`config.mk`:
```
export PLATFORM = sky130hd
export DESIGN_NAME = dac_frame_rx
export DESIGN_NICKNAME = d
export VERILOG_FILES = /design/src/rtl/dac_frame_rx.sv
export SDC_FILE = /design/constraint.sdc
export NUM_CORES = 2
export LEC_CHECK = 0
export ABC_AREA = 1
export CAP_MARGIN = 20
export CORE_MARGIN = 10
export CORE_UTILIZATION = 54
export CTS_CLUSTER_SIZE = 14
export DETAILED_ROUTE_END_ITERATION = 8
export DONT_BUFFER_PORTS = 1
export GPL_TIMING_DRIVEN = 0
export PLACE_DENSITY = 0.71
export SYNTH_ARGS = -nofsm -noshare
export SYNTH_HDL_FRONTEND = slang
export SYNTH_SLANG_ARGS = --single-unit
```
`constraint.sdc`:
```
create_clock -name SCLK -period 232.9 [get_ports SCLK]
set_clock_uncertainty 0.1 [all_clocks]
set_input_delay 23.29 -clock SCLK [delete_from_list [all_inputs] [get_ports SCLK]]
set_output_delay 23.29 -clock SCLK [all_outputs]
set_load 0.005 [all_outputs]
```
`src/rtl/dac_frame_rx.sv`:
```
// Receive side of the 12x8-lane DAC serial link: deframes 96 SYNC-framed lanes
// back into the 768-bit DAC value word and flags power-down bits and framing errors.
module dac_frame_rx #(
  parameter int unsigned PAD_BITS   = 6,
  parameter bit          STRICT_PAD = 1'b1
) (
  input  logic         SCLK,
  input  logic         RESET_N,
  input  logic         ACTIVE_N,
  input  logic         SYNC,
  input  logic [0:7]   SDIN1,
  input  logic [0:7]   SDIN2,
  input  logic [0:7]   SDIN3,
  input  logic [0:7]   SDIN4,
  input  logic [0:7]   SDIN5,
  input  logic [0:7]   SDIN6,
  input  logic [0:7]   SDIN7,
  input  logic [0:7]   SDIN8,
  input  logic [0:7]   SDIN9,
  input  logic [0:7]   SDIN10,
  input  logic [0:7]   SDIN11,
  input  logic [0:7]   SDIN12,
  output logic [0:767] nmbr_out,
  output logic         valid,
  output logic         pd_nz,
  output logic         frame_err
);

  localparam int unsigned PORTS     = 12;
  localparam int unsigned ROWS      = 8;
  localparam int unsigned LANES     = PORTS * ROWS;
  localparam int unsigned WORD_W    = LANES * 8;
  localparam int unsigned FRAME_LEN = 10 + PAD_BITS;
  localparam int unsigned SHR_W     = FRAME_LEN - 1;
  localparam int unsigned CNT_W     = $clog2(FRAME_LEN);
  localparam logic [CNT_W-1:0] LAST_IDX = CNT_W'(FRAME_LEN - 1);

  typedef enum logic [1:0] {
    DISARM    = 2'd0,
    ARMED     = 2'd1,
    SHIFT     = 2'd2,
    WAIT_HIGH = 2'd3
  } state_t;

  state_t                       state_q, state_d;
  logic [CNT_W-1:0]             cnt_q, cnt_d;
  logic [SHR_W-1:0][LANES-1:0]  planes_q;
  logic [0:WORD_W-1]            nmbr_q;
  logic                         valid_q, pd_nz_q, frame_err_q;

  logic [0:7]                   sdin_c [PORTS];
  logic [LANES-1:0]             lane_c;
  logic [FRAME_LEN-1:0][LANES-1:0] frame_c;
  logic [0:WORD_W-1]            word_c;
  logic                         pd_c, pad_nz_c;
  logic                         shift_en_c, accept_c, reject_c;

  assign sdin_c[0]  = SDIN1;
  assign sdin_c[1]  = SDIN2;
  assign sdin_c[2]  = SDIN3;
  assign sdin_c[3]  = SDIN4;
  assign sdin_c[4]  = SDIN5;
  assign sdin_c[5]  = SDIN6;
  assign sdin_c[6]  = SDIN7;
  assign sdin_c[7]  = SDIN8;
  assign sdin_c[8]  = SDIN9;
  assign sdin_c[9]  = SDIN10;
  assign sdin_c[10] = SDIN11;
  assign sdin_c[11] = SDIN12;

  // Lane n = row*12 + port, so lane n owns word bits n*8 .. n*8+7.
  for (genvar gi = 0; gi < ROWS; gi++) begin : g_row
    for (genvar gk = 0; gk < PORTS; gk++) begin : g_port
      assign lane_c[gi*PORTS + gk] = sdin_c[gk][gi];
    end
  end

  // Whole frame as bit planes: serial bit t of every lane is frame_c[FRAME_LEN-1-t].
  assign frame_c = {planes_q, lane_c};

  for (genvar gn = 0; gn < LANES; gn++) begin : g_lane
    for (genvar gb = 0; gb < 8; gb++) begin : g_bit
      assign word_c[gn*8 + gb] = frame_c[FRAME_LEN-3-gb][gn];
    end
  end

  assign pd_c     = (|frame_c[FRAME_LEN-1]) | (|frame_c[FRAME_LEN-2]);
  assign pad_nz_c = |(frame_c[PAD_BITS-1:0]);

  // Framing state machine: next state and per-edge strobes.
  always_comb begin
    state_d    = state_q;
    cnt_d      = cnt_q;
    shift_en_c = 1'b0;
    accept_c   = 1'b0;
    reject_c   = 1'b0;
    case (state_q)
      DISARM: begin
        if (SYNC) state_d = ARMED;
      end
      ARMED: begin
        if (!SYNC) begin
          shift_en_c = 1'b1;
          cnt_d      = CNT_W'(1);
          state_d    = SHIFT;
        end
      end
      SHIFT: begin
        if (SYNC) begin
          // Early rise doubles as the high phase that arms the next frame.
          reject_c = 1'b1;
          cnt_d    = '0;
          state_d  = ARMED;
        end else begin
          shift_en_c = 1'b1;
          if (cnt_q == LAST_IDX) begin
            cnt_d   = '0;
            state_d = WAIT_HIGH;
            if (STRICT_PAD && pad_nz_c) reject_c = 1'b1;
            else                        accept_c = 1'b1;
          end else begin
            cnt_d = cnt_q + CNT_W'(1);
          end
        end
      end
      WAIT_HIGH: begin
        if (SYNC) begin
          state_d = ARMED;
        end else begin
          reject_c = 1'b1;
          state_d  = DISARM;
        end
      end
      default: state_d = DISARM;
    endcase
  end

  // ACTIVE_N gates every register, reset included.
  always_ff @(posedge SCLK) begin
    if (ACTIVE_N) begin
      if (!RESET_N) begin
        state_q     <= DISARM;
        cnt_q       <= '0;
        planes_q    <= '0;
        nmbr_q      <= '0;
        valid_q     <= 1'b0;
        pd_nz_q     <= 1'b0;
        frame_err_q <= 1'b0;
      end else begin
        state_q     <= state_d;
        cnt_q       <= cnt_d;
        valid_q     <= accept_c;
        frame_err_q <= reject_c;
        if (shift_en_c) planes_q <= {planes_q[SHR_W-2:0], lane_c};
        if (accept_c) begin
          nmbr_q  <= word_c;
          pd_nz_q <= pd_c;
        end
      end
    end
  end

  assign nmbr_out  = nmbr_q;
  assign valid     = valid_q;
  assign pd_nz     = pd_nz_q;
  assign frame_err = frame_err_q;

endmodule
```
# Yosys cells after proc, flatten, opt, wreduce, memory -nomap -nowiden
# Cells that the tools add are included.
[word_totals]
ff_bits = 2217
wordCells = 65
output_inout_bits = 771
inputBits = 100
[classes]
eq_ne = 10
bitwise_logic = 1
reduce_logical = 9
mux = 23
add_sub_neg = 1
[ops]
columns = ["op", "count"]
rows = [
  ["$mux 1440", 1],
  ["$mux 768", 1],
  ["$reduce_or 576->1", 1],
  ["$reduce_or 96->1", 2],
  ["$mux 4", 3],
  ["$mux 1", 11],
  ["$mux 2", 4],
  ["$pmux 2 s4", 1],
  ["$pmux 4 s2", 1],
  ["$ne 3x3->1 const B", 2],
  ["$add 4x1->4 const B", 1],
  ["$eq 2x2->1 const B", 2],
  ["$eq 4x4->1 const B", 1],
  ["$ne 2x1->1 const B", 2],
  ["$ne 4x4->1 const B", 1],
  ["$reduce_and 2->1", 2],
  ["$reduce_and 4->1", 1],
  ["$ne 3x1->1 const B", 1],
  ["$reduce_and 3->1", 1],
  ["$eq 2x1->1 const B", 1],
  ["$logic_not 2->1", 1],
  ["$pmux 1 s2", 1],
  ["$reduce_or 2->1", 1],
  ["$or 1x1->1", 1],
]

# Longest topological paths before layout
[logic_depth]
word_depth = 7
mapped_depth = 12
ltp_nobuf = 12

# Least setup slack after synthesis
# OpenSTA, ideal clock, no wires.
[synth_path]
path_kind = "input port to flip-flop"
from = "in RESET_N"
to = "reg planes_q (netlist bit frame_c[1000]), enable pin"
setup_time_ns = 3.746
t_required_ns = 229.054
n_path_buf = 2
setup_slack_ns = 136.586
t_arrival_ns = 92.468
stages = 3
path_cell_list = "buf_2 > clkbuf_1 > a21oi_1"
[synth_between]
elab_chain_cells = 2
[synth_lines]
columns = ["item", "line_no", "source"]
rows = [
  ["start: declaration", "8", "input logic RESET_N,"],
  ["$ne 2x1->1 (no source line)", "--", ""],
  ["$reduce_and 2->1 (no source line)", "--", ""],
  ["end signal: assignment", "154", "if (shift_en_c) planes_q <= {planes_q[SHR_W-2:0], lane_c};"],
  ["end: declaration", "47", "logic [SHR_W-1:0][LANES-1:0] planes_q;"],
]
# Every way passes these cells.
# A chain may end at the register's enable or synchronous reset.

# Worst setup path in the final report
[layout_path]
from = "in RESET_N"
to = "reg planes_q (netlist bit frame_c[1183]), enable pin"
# The elaborated chain is that of the path after synthesis.

==> out/metrics.cfg <==
[floorplan]
design.core.area_mm2=0.1494
core.rowCount=142
die_outline_width_um=407.3
initial_utilization_pct=54.22
io_pins=871
die_h_um=407.3
floorplan_die_area_mm2=0.1659

[synthesis]
yosys_warnings=0
post_synthesis_register_bit_count=2217
area_of_the_mapped_netlist_mm2=0.08101
postSynthCellCount=5943
synth_flop_cell=sky130_fd_sc_hd__edfxtp_1
asyncSetResetFlopFracSynth_pct=0
portion_of_synthesized_cell_area_occupied_by_the_leading_cell_type_pct=82.18
unique_masters_post_synth=21
synthesis.area_per_instance_um2=13.63
mappedNetlistNets=6049
yosys.cell_count.top_type=sky130_fd_sc_hd__edfxtp_1
synth.largest_area_cell=sky130_fd_sc_hd__edfxtp_1
synth_sequential_area_ratio_pct=82.18
synth-edff-count=2217
synthTopCellsByArea=sky130_fd_sc_hd__edfxtp_1 (82%), sky130_fd_sc_hd__nand2_1 (7.6%), sky130_fd_sc_hd__inv_1 (6.7%)
post_synth_most_frequent_cells=sky130_fd_sc_hd__edfxtp_1 (2217), sky130_fd_sc_hd__nand2_1 (1630), sky130_fd_sc_hd__inv_1 (1450), sky130_fd_sc_hd__nor2_1 (391), sky130_fd_sc_hd__buf_2 (153)

[timing]
worst_slew_pin_slew_ns=0.9796
finalCriticalPeriod_ns=26.52
slew_headroom_pct=34.55
achievable-frequency_ghz=0.03770
grt_setup_unrepaired=no
tns_ns=0
slew_violations=0
hold_viol_final=0
whs_ns=0.3886
final_min_period_over_clock_period_pct=11.39
report.final.setup_viol=0

[global_routing]
global_route.overflow_total=0
first_global_vias=39480
grt_pass1_wl_mm=272.3
initial_antenna_violation_count=8
grt_max_degree=35
track_usage_pct=22.72

[finish]
layout.core_utilization_pct=61.72
area_growth_syn_to_layout_pct=13.84
drive_gt1_share_pct=8.150
final.fill_count=10650
nets=6346

[cts]
insertion_delay_ns=0.86
clk_root_buffer_cell=sky130_fd_sc_hd__clkbuf_16
cts.path.max_buffers=3
htreeDepth=4
cts_post_setup_buffers_inserted=0
cts-hold-fix-buffers=0
clkTransAtPathRegs_ns=0.06
numClockSinks=2217
postCtsResizedCells=0
cts_tree=built
cts_inserted_buffers=206

[route]
drt_first_iter_violations=4024
met1Wirelength_mm=69.10
dr_wl_met3_mm=20.83
antenna_violating_nets_post_route=0
route.detailed.drc=0
met2_wirelength_mm=94.25
topRoutingLayerUsed=met4
detailedRoute.firstPassIterationCount=6
routed_via_density=4.865
detail_route.wl_per_cell_um=22.80
routed_wirelength_mm=192.3
dr_total_vias=41030

[worst_setup_path]
critPathLaunchType=input pin
required_ns=233.36
critical_path.most_common_cell=sky130_fd_sc_hd__buf_12
slowest_stage=sky130_fd_sc_hd__a21oi_4
crit_type=input pin to register
crit_path_max_fanout=27
worst_r2r_path_depth=14
regToRegStartpoint=state_q[0]$_SDFFCE_PN0P_
r2r_slack_ns=228.55
critical_path.cell_chain=buf_2 -> clkbuf_1 -> a21oi_4 -> buf_12 -> buf_12 -> buf_16 -> buf_12 -> buf_12 -> buf_12 -> buf_12 -> buf_16 -> buf_12 -> buf_16
worst_r2r_endpoint=frame_c[1183]$_SDFFCE_PN0P_
critical_path.endpoint_type=register
critical-path-max-stage-delay_ns=0.91
timing.critical_path.arrival_ns=26.98

[min_path]
min_path_cells=2
hp-start=frame_c[1330]$_SDFFCE_PN0P_
min_path_type=register to register
hold_end=nmbr_out[656]$_SDFFCE_PN0P_

[pwr]
power.static_leakage_nw=41.76
vdd.ir_drop.worst_mv=0.007676
switching_power_mw=0.1840
power-per-cell-area_mw_per_mm2=9.172
power.clock.fraction_pct=38.5
power.combinational.fraction_pct=4.6
switching_share_pct=21.76
seqPwrFrac_pct=56.9
power_report.internal_total_mw=0.6618

[placed_design]
globalplace.congestion=0.9396
detailedPlacementHpwl_mm=150.5
place.port_buffers=0

[status]
run_status=complete, no violations

[run]
drv.max_cap_violation_count=0

[power groups by stage]
stage	logic [mW]	registers (mW)	clock network (mW)
final	0.0386	0.482	0.326
after global placement	0.0323	0.565	0
after detailed placement	0.0389	0.490	0
after CTS	0.0391	0.482	0.330
after floorplan	0.0227	0.536	0
after global routing	0.0435	0.483	0.346
[worst max-delay path: cells and delay by family]
kind,cells,cell delay (ns)
AOI/OAI and AO/OA,1,0.91
buffers and inverters,12,2.68
[registers in the layout (all words and copies together) (netlist names)]
| signal | count |
|---|---|
| pd_nz | 1 |
| cnt_q | 4 |
| valid | 1 |
| state_q | 2 |
| nmbr_out | 768 |
| frame_c | 1440 |
| frame_err | 1 |
[per-layer routing]
| metal | vias to the layer above | GRT usage [%] |
|---|---|---|
| met2 | 1667 | 38.08 |
| met5 | - | 0 |
| met1 | 19550 | 26.64 |
| met3 | 320 | 8.297 |
| met4 | 0 | 8.955 |
| li1 | 19500 | - |
[placed cells by master (no fill, tap or decap), types with 2 or more instances in the layout]
cell type	instances
sky130_fd_sc_hd__edfxtp_1	2217
sky130_fd_sc_hd__nand2_1	1630
sky130_fd_sc_hd__inv_1	1450
sky130_fd_sc_hd__nor2_1	391
sky130_fd_sc_hd__clkbuf_16	208
sky130_fd_sc_hd__buf_2	153
sky130_fd_sc_hd__buf_12	59
sky130_fd_sc_hd__clkbuf_1	57
sky130_fd_sc_hd__clkinv_1	57
sky130_fd_sc_hd__nor4_1	48
sky130_fd_sc_hd__clkinv_2	36
sky130_fd_sc_hd__buf_16	30
sky130_fd_sc_hd__nand4_1	16
sky130_fd_sc_hd__bufinv_16	16
sky130_fd_sc_hd__clkinv_16	9
sky130_fd_sc_hd__ha_1	6
sky130_fd_sc_hd__nand3_1	5
sky130_fd_sc_hd__o21ai_0	5
sky130_fd_sc_hd__nor3_1	3
sky130_fd_sc_hd__diode_2	2
sky130_fd_sc_hd__a21oi_4	2
sky130_fd_sc_hd__a21oi_1	2
sky130_fd_sc_hd__inv_6	2
sky130_fd_sc_hd__clkinv_8	2
sky130_fd_sc_hd__clkinvlp_4	2
sky130_fd_sc_hd__inv_16	2
[logic make-up (layout without fill, tap and decap cells)]
group                      count (synthesis)  count (layout)  synth area share (%)
DFF                                     2217            2217                 82.18
and+or+nand+nor                         2096            2096                 9.932
buffers and inverters                   1611            2085                 7.701
AOI/OAI and AO/OA                         12              12               0.08649
adders and majority gates                  6               6               0.09266
xor gates and xnor gates                   1               1               0.01081
other                                      0               2                     0
[metrics by stage]
step	power, mW	setup slack [ns]	cells	area [um2]
6_report	0.8459	206.38	8435	92220
5_1_grt	0.8725	206.19	8433	92220
4_1_cts	0.8513	206.40	8433	92220
3_5_place_dp	0.5289	205.45	8048	85560
3_3_place_gp	0.5970	110.51	7959	83540
2_1_floorplan	0.5591	136.59	5943	81010
[how the worst max path moves through the flow]
stage	slack, ns	depth (start not counted)	endpoint	startpoint
2_1_floorplan	136.59	3	frame_c[1000]$_SDFFCE_PN0P_	RESET_N
3_3_place_gp	110.51	3	frame_c[1086]$_SDFFCE_PN0P_	RESET_N
3_5_place_dp	205.45	13	frame_c[1184]$_SDFFCE_PN0P_	RESET_N
4_1_cts	206.40	13	frame_c[1183]$_SDFFCE_PN0P_	RESET_N
5_1_grt	206.19	13	frame_c[1186]$_SDFFCE_PN0P_	RESET_N
6_report	206.38	13	frame_c[1183]$_SDFFCE_PN0P_	RESET_N
[area by class of cell]
| cell class | instances | area, um2 | share of cell area [%] |
|---|---|---|---|
| Clock inverter | 128 | 1270 | 1.377 |
| Antenna cell | 2 | 5.005 | 0.005427 |
| Clock buffer | 257 | 5389 | 5.843 |
| Timing Repair Buffer | 89 | 2007 | 2.176 |
| Inverter | 1450 | 5443 | 5.902 |
| Buffer | 161 | 795.8 | 0.8629 |
| Tap cell | 2016 | 2522 | 2.735 |
| Sequential cell | 2217 | 66570 | 72.19 |
| Multi-Input combinational cell | 2115 | 8219 | 8.912 |
Note: power is estimated with default switching activity, not from simulation.
